## src/rtl/fetch_pkg.sv

```systemverilog
// Shared types and constants for the rv32i fetch stage.
package fetch_pkg;
    localparam int INSTR_BYTES = 4;
    localparam int PKG_XLEN    = 32;

    typedef struct packed {
        logic [PKG_XLEN-1:0] pc;
        logic [31:0]         instruction;
    } fetch_entry_t;
endpackage

```

## src/rtl/sync_fifo.sv

```systemverilog
// Show-ahead synchronous FIFO: head_data is the oldest entry, valid whenever !empty.
module sync_fifo #(
    parameter int WIDTH = 32,
    parameter int DEPTH = 4,
    localparam int AW   = $clog2(DEPTH)
) (
    input  logic             clk,
    input  logic             reset,
    input  logic             flush,
    input  logic             push,
    input  logic [WIDTH-1:0] push_data,
    input  logic             pop,
    output logic [WIDTH-1:0] head_data,
    output logic             empty,
    output logic             full,
    output logic [AW:0]      count
);
    logic [WIDTH-1:0] mem_reg [DEPTH];
    logic [AW-1:0]    rd_ptr_reg;
    logic [AW-1:0]    wr_ptr_reg;
    logic [AW:0]      count_reg;
    logic             do_push;
    logic             do_pop;

    assign empty     = (count_reg == '0);
    assign full      = (count_reg == (AW+1)'(DEPTH));
    assign count     = count_reg;
    assign head_data = mem_reg[rd_ptr_reg];
    assign do_pop    = pop && !empty;
    assign do_push   = push && (!full || do_pop);

    always_ff @(posedge clk) begin
        if (do_push) begin
            mem_reg[wr_ptr_reg] <= push_data;
        end
    end

    // Pointers wrap naturally because DEPTH is a power of two.
    always_ff @(posedge clk) begin
        if (!reset || flush) begin
            rd_ptr_reg <= '0;
            wr_ptr_reg <= '0;
            count_reg  <= '0;
        end else begin
            rd_ptr_reg <= rd_ptr_reg + AW'(do_pop);
            wr_ptr_reg <= wr_ptr_reg + AW'(do_push);
            count_reg  <= count_reg + (AW+1)'(do_push) - (AW+1)'(do_pop);
        end
    end
endmodule

```

## src/rtl/fetch_stage.sv

```systemverilog
// Instruction fetch stage: credit-limited in-order imem requests, PC-tagged fetch queue, redirect flush.
// Optional build macro FETCH_BYPASS_EN forwards a response straight to decode when the queue is empty.
module fetch_stage
    import fetch_pkg::*;
#(
    parameter int              XLEN       = 32,
    parameter int              FIFO_DEPTH = 4,
    parameter logic [XLEN-1:0] RESET_PC   = '0
) (
    input  logic            clk,
    input  logic            reset,
    output logic            imem_req_valid,
    input  logic            imem_req_ready,
    output logic [XLEN-1:0] imem_req_addr,
    input  logic            imem_resp_valid,
    input  logic [31:0]     imem_resp_data,
    input  logic            redirect,
    input  logic [XLEN-1:0] redirect_pc,
    output logic            if_valid,
    input  logic            if_ready,
    output logic [31:0]     if_instruction,
    output logic [XLEN-1:0] if_pc,
    output logic [XLEN-1:0] if_pc_plus_four
);
    localparam int LW          = $clog2(FIFO_DEPTH) + 1;
    localparam int DW          = LW + 1;
    localparam int DISCARD_MAX = 2 * FIFO_DEPTH;

    logic [XLEN-1:0] fetch_pc_reg, fetch_pc_next;
    logic [LW-1:0]   live_reg, live_next;
    logic [DW-1:0]   discard_reg, discard_next;
    logic [DW-1:0]   discard_sum;
    logic [DW-1:0]   credit_used;

    logic            req_fire;
    logic            resp_take;
    logic            bypass;
    logic            q_push;
    logic            q_pop;
    logic            q_empty;
    logic            q_full;
    logic [LW-1:0]   q_count;
    fetch_entry_t    q_head;
    fetch_entry_t    resp_entry;
    fetch_entry_t    out_entry;
    logic [XLEN-1:0] tag_pc;
    logic            tag_empty;
    logic            tag_full;
    logic [LW-1:0]   tag_count;
    logic            unused_fifo_status;

    assign credit_used    = DW'(q_count) + DW'(live_reg);
    assign imem_req_valid = reset && !redirect && (credit_used < DW'(FIFO_DEPTH));
    assign imem_req_addr  = fetch_pc_reg;
    assign req_fire       = imem_req_valid && imem_req_ready;

    // Only responses not owed to a pre-redirect request reach the queue.
    assign resp_take  = reset && imem_resp_valid && !redirect && (discard_reg == '0);
    assign resp_entry = '{pc: tag_pc, instruction: imem_resp_data};

`ifdef FETCH_BYPASS_EN
    assign bypass = resp_take && q_empty;
`else
    assign bypass = 1'b0;
`endif

    assign out_entry       = bypass ? resp_entry : q_head;
    assign if_valid        = !q_empty || bypass;
    assign if_instruction  = out_entry.instruction;
    assign if_pc           = out_entry.pc;
    assign if_pc_plus_four = if_pc + XLEN'(INSTR_BYTES);
    assign q_push          = resp_take && !(bypass && if_ready);
    assign q_pop           = !q_empty && if_ready && !redirect;

    sync_fifo #(
        .WIDTH ($bits(fetch_entry_t)),
        .DEPTH (FIFO_DEPTH)
    ) u_fetch_queue (
        .clk       (clk),
        .reset     (reset),
        .flush     (redirect),
        .push      (q_push),
        .push_data (resp_entry),
        .pop       (q_pop),
        .head_data (q_head),
        .empty     (q_empty),
        .full      (q_full),
        .count     (q_count)
    );

    // Holds the PC of every live request; popped in order as responses are accepted.
    sync_fifo #(
        .WIDTH (XLEN),
        .DEPTH (FIFO_DEPTH)
    ) u_tag_queue (
        .clk       (clk),
        .reset     (reset),
        .flush     (redirect),
        .push      (req_fire),
        .push_data (fetch_pc_reg),
        .pop       (resp_take),
        .head_data (tag_pc),
        .empty     (tag_empty),
        .full      (tag_full),
        .count     (tag_count)
    );

    assign unused_fifo_status = ^{q_full, tag_empty, tag_full, tag_count};

    always_comb begin
        fetch_pc_next = fetch_pc_reg;
        live_next     = live_reg;
        discard_next  = discard_reg;
        discard_sum   = '0;
        if (redirect) begin
            // Every outstanding request becomes stale; a response arriving now retires one of them.
            discard_sum   = discard_reg + DW'(live_reg) - DW'(imem_resp_valid);
            discard_next  = (discard_sum > DW'(DISCARD_MAX)) ? DW'(DISCARD_MAX) : discard_sum;
            live_next     = '0;
            fetch_pc_next = {redirect_pc[XLEN-1:2], 2'b00};
        end else begin
            if (req_fire) begin
                fetch_pc_next = fetch_pc_reg + XLEN'(INSTR_BYTES);
            end
            live_next = live_reg + LW'(req_fire) - LW'(resp_take);
            if (imem_resp_valid && discard_reg != '0) begin
                discard_next = discard_reg - DW'(1);
            end
        end
    end

    always_ff @(posedge clk) begin
        if (!reset) begin
            fetch_pc_reg <= RESET_PC;
            live_reg     <= '0;
            discard_reg  <= '0;
        end else begin
            fetch_pc_reg <= fetch_pc_next;
            live_reg     <= live_next;
            discard_reg  <= discard_next;
        end
    end
endmodule

```

## config.mk

```make
export PLATFORM = sky130hd
export DESIGN_NAME = fetch_stage
export DESIGN_NICKNAME = d
export VERILOG_FILES = /design/src/rtl/fetch_pkg.sv /design/src/rtl/sync_fifo.sv /design/src/rtl/fetch_stage.sv
export SDC_FILE = /design/constraint.sdc
export NUM_CORES = 1
export LEC_CHECK = 0
export CAP_MARGIN = 20
export CELL_PAD_IN_SITES_DETAIL_PLACEMENT = 1
export CELL_PAD_IN_SITES_GLOBAL_PLACEMENT = 2
export CORE_MARGIN = 3
export CORE_UTILIZATION = 43
export CTS_BUF_LIST = sky130_fd_sc_hd__clkbuf_4 sky130_fd_sc_hd__clkbuf_8
export DETAILED_ROUTE_END_ITERATION = 8
export PLACE_DENSITY = 0.89
export REMOVE_ABC_BUFFERS = 1
export SLEW_MARGIN = 40
export SYNTH_ARGS = -nofsm -noshare
export SYNTH_HDL_FRONTEND = slang
export SYNTH_SLANG_ARGS = --single-unit
```

## constraint.sdc

```tcl
create_clock -name clk -period 8.7 [get_ports clk]
set_input_delay 1.74 -clock clk [delete_from_list [all_inputs] [get_ports clk]]
set_output_delay 1.74 -clock clk [all_outputs]
set_load 0.05 [all_outputs]
```

Word-level counts from Yosys, hierarchy flattened:

Memories as Yosys holds them, arrays and structs flattened. A register that Yosys moved wholly into a read port is not among the register bits.
Cells that the tools add are included.

* flip-flop bits (word level): 53
* logic and storage cells: 73
* bits in writable memories: 384
* memories: 2
* input port bits: 70

Memory list
* u_fetch_queue.mem_reg: depth 4, width 64, read ports 1, clocked after memory_dff 1, write ports 1, line sync_fifo.sv:18 `logic [WIDTH-1:0] mem_reg [DEPTH];`
* u_tag_queue.mem_reg: depth 4, width 32, read ports 1, clocked after memory_dff 1, write ports 1, line sync_fifo.sv:18

* $add $sub $neg: 16
* reduce and logical (&&, ||, !) cells: 29
* muxes and demuxes: 11
* bitwise operators: 1
* $lt $le $gt $ge: 2
* equal/unequal tests: 2

Operators with widths (number)
* $add 32x3->32 const B: 2
* $mux 32: 2
* $logic_and 1x1->1: 13
* $mux 4: 3
* $add 3x1->3: 3
* $sub 3x1->3: 3
* $add 2x1->2: 4
* $eq 3x3->1 const B: 2
* $logic_not 1->1: 6
* $logic_not 3->1: 2
* $add 3x3->4: 1
* $add 4x3->4: 1
* $gt 4x4->1 const B: 1
* $logic_not 4->1: 1
* $lt 4x3->1 const B: 1
* $mux 1: 4
* $mux 2: 2
* $reduce_bool 2->1: 2
* $reduce_bool 4->1: 1
* $sub 4x1->4: 1
* $sub 4x1->4 const B: 1
* $logic_or 1x1->1: 3
* $reduce_or 2->1: 1
* $not 1->1: 1

Depth between registers and ports, before layout:

* depth in word-level cells: 9
* gate-level depth with buffers: 14
* gate-level depth less buffers: 13

Modules after synthesis:

From an unflattened synthesis, not the netlist that was laid out.

* cell total of the unflattened synthesis: 967
* area, all modules: 17730.8 sq um

Modules (own cells, without submodules)
* sync_fifo (u_fetch_queue): sequential area each 7827.5 sq um, instances 1, cells an instance 373, area each 9718.1 sq um
* sync_fifo (u_tag_queue): sequential area each 3983.8 sq um, instances 1, cells an instance 207, area each 5072.4 sq um
* fetch_stage: sequential area each 740.7 sq um, instances 1, cells an instance 387, area each 2940.3 sq um

Least setup slack after synthesis:

OpenSTA, ideal clock, no wires.

* kind: input to register
* start: in redirect
* end: mem u_fetch_queue.mem_reg[0][0] in the netlist's numbering, enable pin
* slack: 0.800 ns
* path buffers: 1
* setup time: 0.571 ns
* arrival: 7.329 ns
* stages on the path: 5
* path through: nand2b_1 > clkbuf_1 > or3_1 > a41oi_1 > nor3b_1

* cells in the longest elaborated chain, start to end: 7
* elaborated cells on any way between the ends: 9
* classes of those cells: 2 x mux; 7 x reduce/logical

RTL lines
* start, declared: line fetch_stage.sv:17 `input logic redirect,`
* $logic_not 1->1 (*): line fetch_stage.sv:58, fetch_stage.sv:73
* $logic_and 1x1->1: line fetch_stage.sv:73 `assign q_pop = !q_empty && if_ready && !redirect;`
* $logic_and 1x1->1: line sync_fifo.sv:29 `assign do_pop = pop && !empty;`
* $logic_or 1x1->1: line sync_fifo.sv:30 `assign do_push = push && (!full || do_pop);`
* $logic_and 1x1->1 (*): line sync_fifo.sv:30
* $mux 1 (*): line sync_fifo.sv:33 `if (do_push) begin`
* $mux 1 (not written as such) (*): line sync_fifo.sv:34 `mem_reg[wr_ptr_reg] <= push_data;`
* end, declared: line sync_fifo.sv:18

Mark *: on every way between the ends. The rest lies on a longest branch, timed or not.

==> flow_metrics.tcl <==
set metrics [dict create \
    syn2layout_area_growth_pct 23.4 \
    maxCapViolations 0 \
    die_w_um 205 \
    synth_area_um2 17000 \
    cp_max_fo 25 \
    ys.flop_type "edfxtp_1" \
    grt.total_usage_pct 18.4 \
    synth-edff-count 368 \
    cts_hold_buf 0 \
    ys_types 58 \
    avgSynthCellArea_um2 17.8 \
    ios 200 \
    wire_per_inst_um 22.0 \
    setup_viol 0 \
    p_leak_nw 6.94 \
    postRouteAntennaNets 0 \
    critical_path_arrival_ns 4.41 \
    relSlewSlack_pct 46.5 \
    cts_root_buf "clkbuf_8" \
    design.core.area_um2 38900 \
    postCtsSetupBuffers 0 \
    place_hpwl_mm 25.4 \
    drt_first_pass_iters 5 \
    yosysSeqAreaShare_pct 70.9 \
    path_class "reg2out" \
    hold_viol_final 0 \
    powerDensity_nw_per_um2 218 \
    hold_class "reg2reg" \
    ys_warn_count 0 \
    layout_commonest_cell "edfxtp_1" \
    die_area_um2 42000 \
    worstMarginPinSlew_ns 0.802 \
    grt_max_degree 63 \
    worstPathRequired_ns 6.96 \
    finalCriticalPeriod_ns 6.15 \
    end_kind "output pin" \
    port_buffers 191 \
    gr-total-overflow 0 \
    startpoint_type "register" \
    ys_ff_latch 419 \
    final.period_utilization_pct 70.7 \
    cts_max_path_buffers 3 \
    cts_resized 0 \
    cts_sinks 419 \
    synth_top_cell_area_share_pct 64.9 \
    drc 0 \
    initial_core_util_pct 43.8 \
    grt_pass1_wl_mm 59.4 \
    antenna_found_initial 0 \
    cts_made_buffers 70 \
    grt_pass1_vias 10220 \
    layout_common_cells "edfxtp_1, clkdlybuf4s50_1, mux4_2" \
    drtIter0Drc 514 \
    rows 72 \
    ys_async_sr_fraction_pct 0 \
    outcome "finished, final reports clean" \
    hold_slack_ns 0.563 \
    cts.reportedPaths.clkPinSlew_ns 0.06 \
    fin_skew_ns 0.0323 \
    drive_above_1_share_pct 18.9 \
    fmax_mhz 163 \
    critPathLaunch "u_fetch_queue.rd_ptr_reg[0]" \
    syn_inst 957 \
    dieHeight_um 205 \
    rsz0062_at_grt "no" \
    viasPerCell 5.41 \
    r2r-start "live_reg[1]" \
    worstSkewPairLatency_ns 0.60 \
    synth_top_area_cell "edfxtp_1" \
    synth_area_leaders "edfxtp_1, mux4_2, dfxtp_1" \
    gp_congestion 0.753 \
    vdd_ir_drop_max_uv 95.0 \
    htree_levels 3 \
    num_vias 9549 \
    n_antenna_cell 0 \
    n_fill_cell 3685 \
    min-delay-start "imem_req_addr[23]" \
    largest_register_ff_count 248 \
    maxSlewViolCount 0 \
    setup-tns-final_ns 0 \
    wirelength_mm 38.8 \
    fin_nets 1291 \
    cts_tree "built" \
]
## layer usage
metal / up-vias / track usage (%) / wire length (um)
li1: 4294 / - / -
met1: 4911 / 24.7 / 16600
met2: 281 / 30.6 / 19300
met3: 63 / 3.45 / 2100
met4: 0 / 6.20 / 790
met5: - / 0 / 0
## Yosys cell counts (10+ instances only)
library cell    n
xor2_1         24
and3_1         15
nand3_1        20
dfxtp_1        51
inv_1          33
xnor2_1        22
edfxtp_1      368
and2_1         13
nand2_1        37
nand4_1        17
nor2_1         44
ha_1           22
clkbuf_1       22
mux4_1         10
a21oi_1        25
mux4_2         82
a31oi_1        16
o21ai_0        17
nor3_1         12
## metrics by stage
stage / setup WS [ns] / utilization (%) / instance area [um2] / cells / power, W
finish: 2.55 / 54.0 / 21000 / 1764 / 0.00458
global route: 2.21 / 54.0 / 21000 / 1764 / 0.00478
CTS: 2.37 / 54.0 / 21000 / 1764 / 0.00465
detailed placement: 2.99 / 50.4 / 19600 / 1641 / 0.00289
global placement: 2.92 / 50.1 / 19500 / 1636 / 0.00288
floorplan: 0.846 / - / 16800 / 912 / 0.00268
## logic make-up (layout without fill, tap and decap cells)
| family | after synthesis | count (layout) | share of synthesized area (%) |
|---|---|---|---|
| AOI/OAI and AO/OA | 90 | 90 | 3.39 |
| xor gates and xnor gates | 46 | 46 | 2.37 |
| adders and majority gates | 26 | 26 | 2.09 |
| buffers and inverters | 85 | 369 | 2.37 |
| DFF | 419 | 419 | 70.9 |
| muxes | 100 | 100 | 12.9 |
| other | 1 | 6 | 0.0220 |
| and+or+nand+nor | 190 | 190 | 6.00 |
## worst paths after layout
path	endpoint	slack, ns	depth (start not counted)
worst min-delay path	u_tag_queue.mem_reg[2][23]	0.56	0
worst max register to register	u_tag_queue.mem_reg[0][24]	5.07	8
worst min register to register	u_tag_queue.mem_reg[2][23]	0.56	0
worst max-delay path	if_pc_plus_four[31]	2.55	8
## cell type report
class	instances	area, um2	share of cell area (%)
Tap cell	518	648	3.08
Clock inverter	33	258	1.23
Multi-Input combinational cell	458	4620	22.0
Sequential cell	419	12100	57.5
Inverter	35	131	0.625
Clock buffer	90	1140	5.42
Timing Repair Buffer	211	2130	10.1
## power breakdown
| part | switching (W) | total, W | internal (W) |
|---|---|---|---|
| Combinational | 0.000355 | 0.000562 | 0.000207 |
| Clock | 0.000757 | 0.00173 | 0.000976 |
| Sequential | 0.0000415 | 0.00228 | 0.00224 |
## worst max-delay path, stage by stage (launching register included)
cell and delay, ns:
dfxtp_4 0.61, buf_12 0.26, buf_4 0.46, mux4_2 0.43, and4_1 0.36, nand4_2 0.33
nor4_4 0.36, xor2_1 0.18, clkdlybuf4s50_1 0.82
Note: power is estimated with default switching activity, not from simulation.
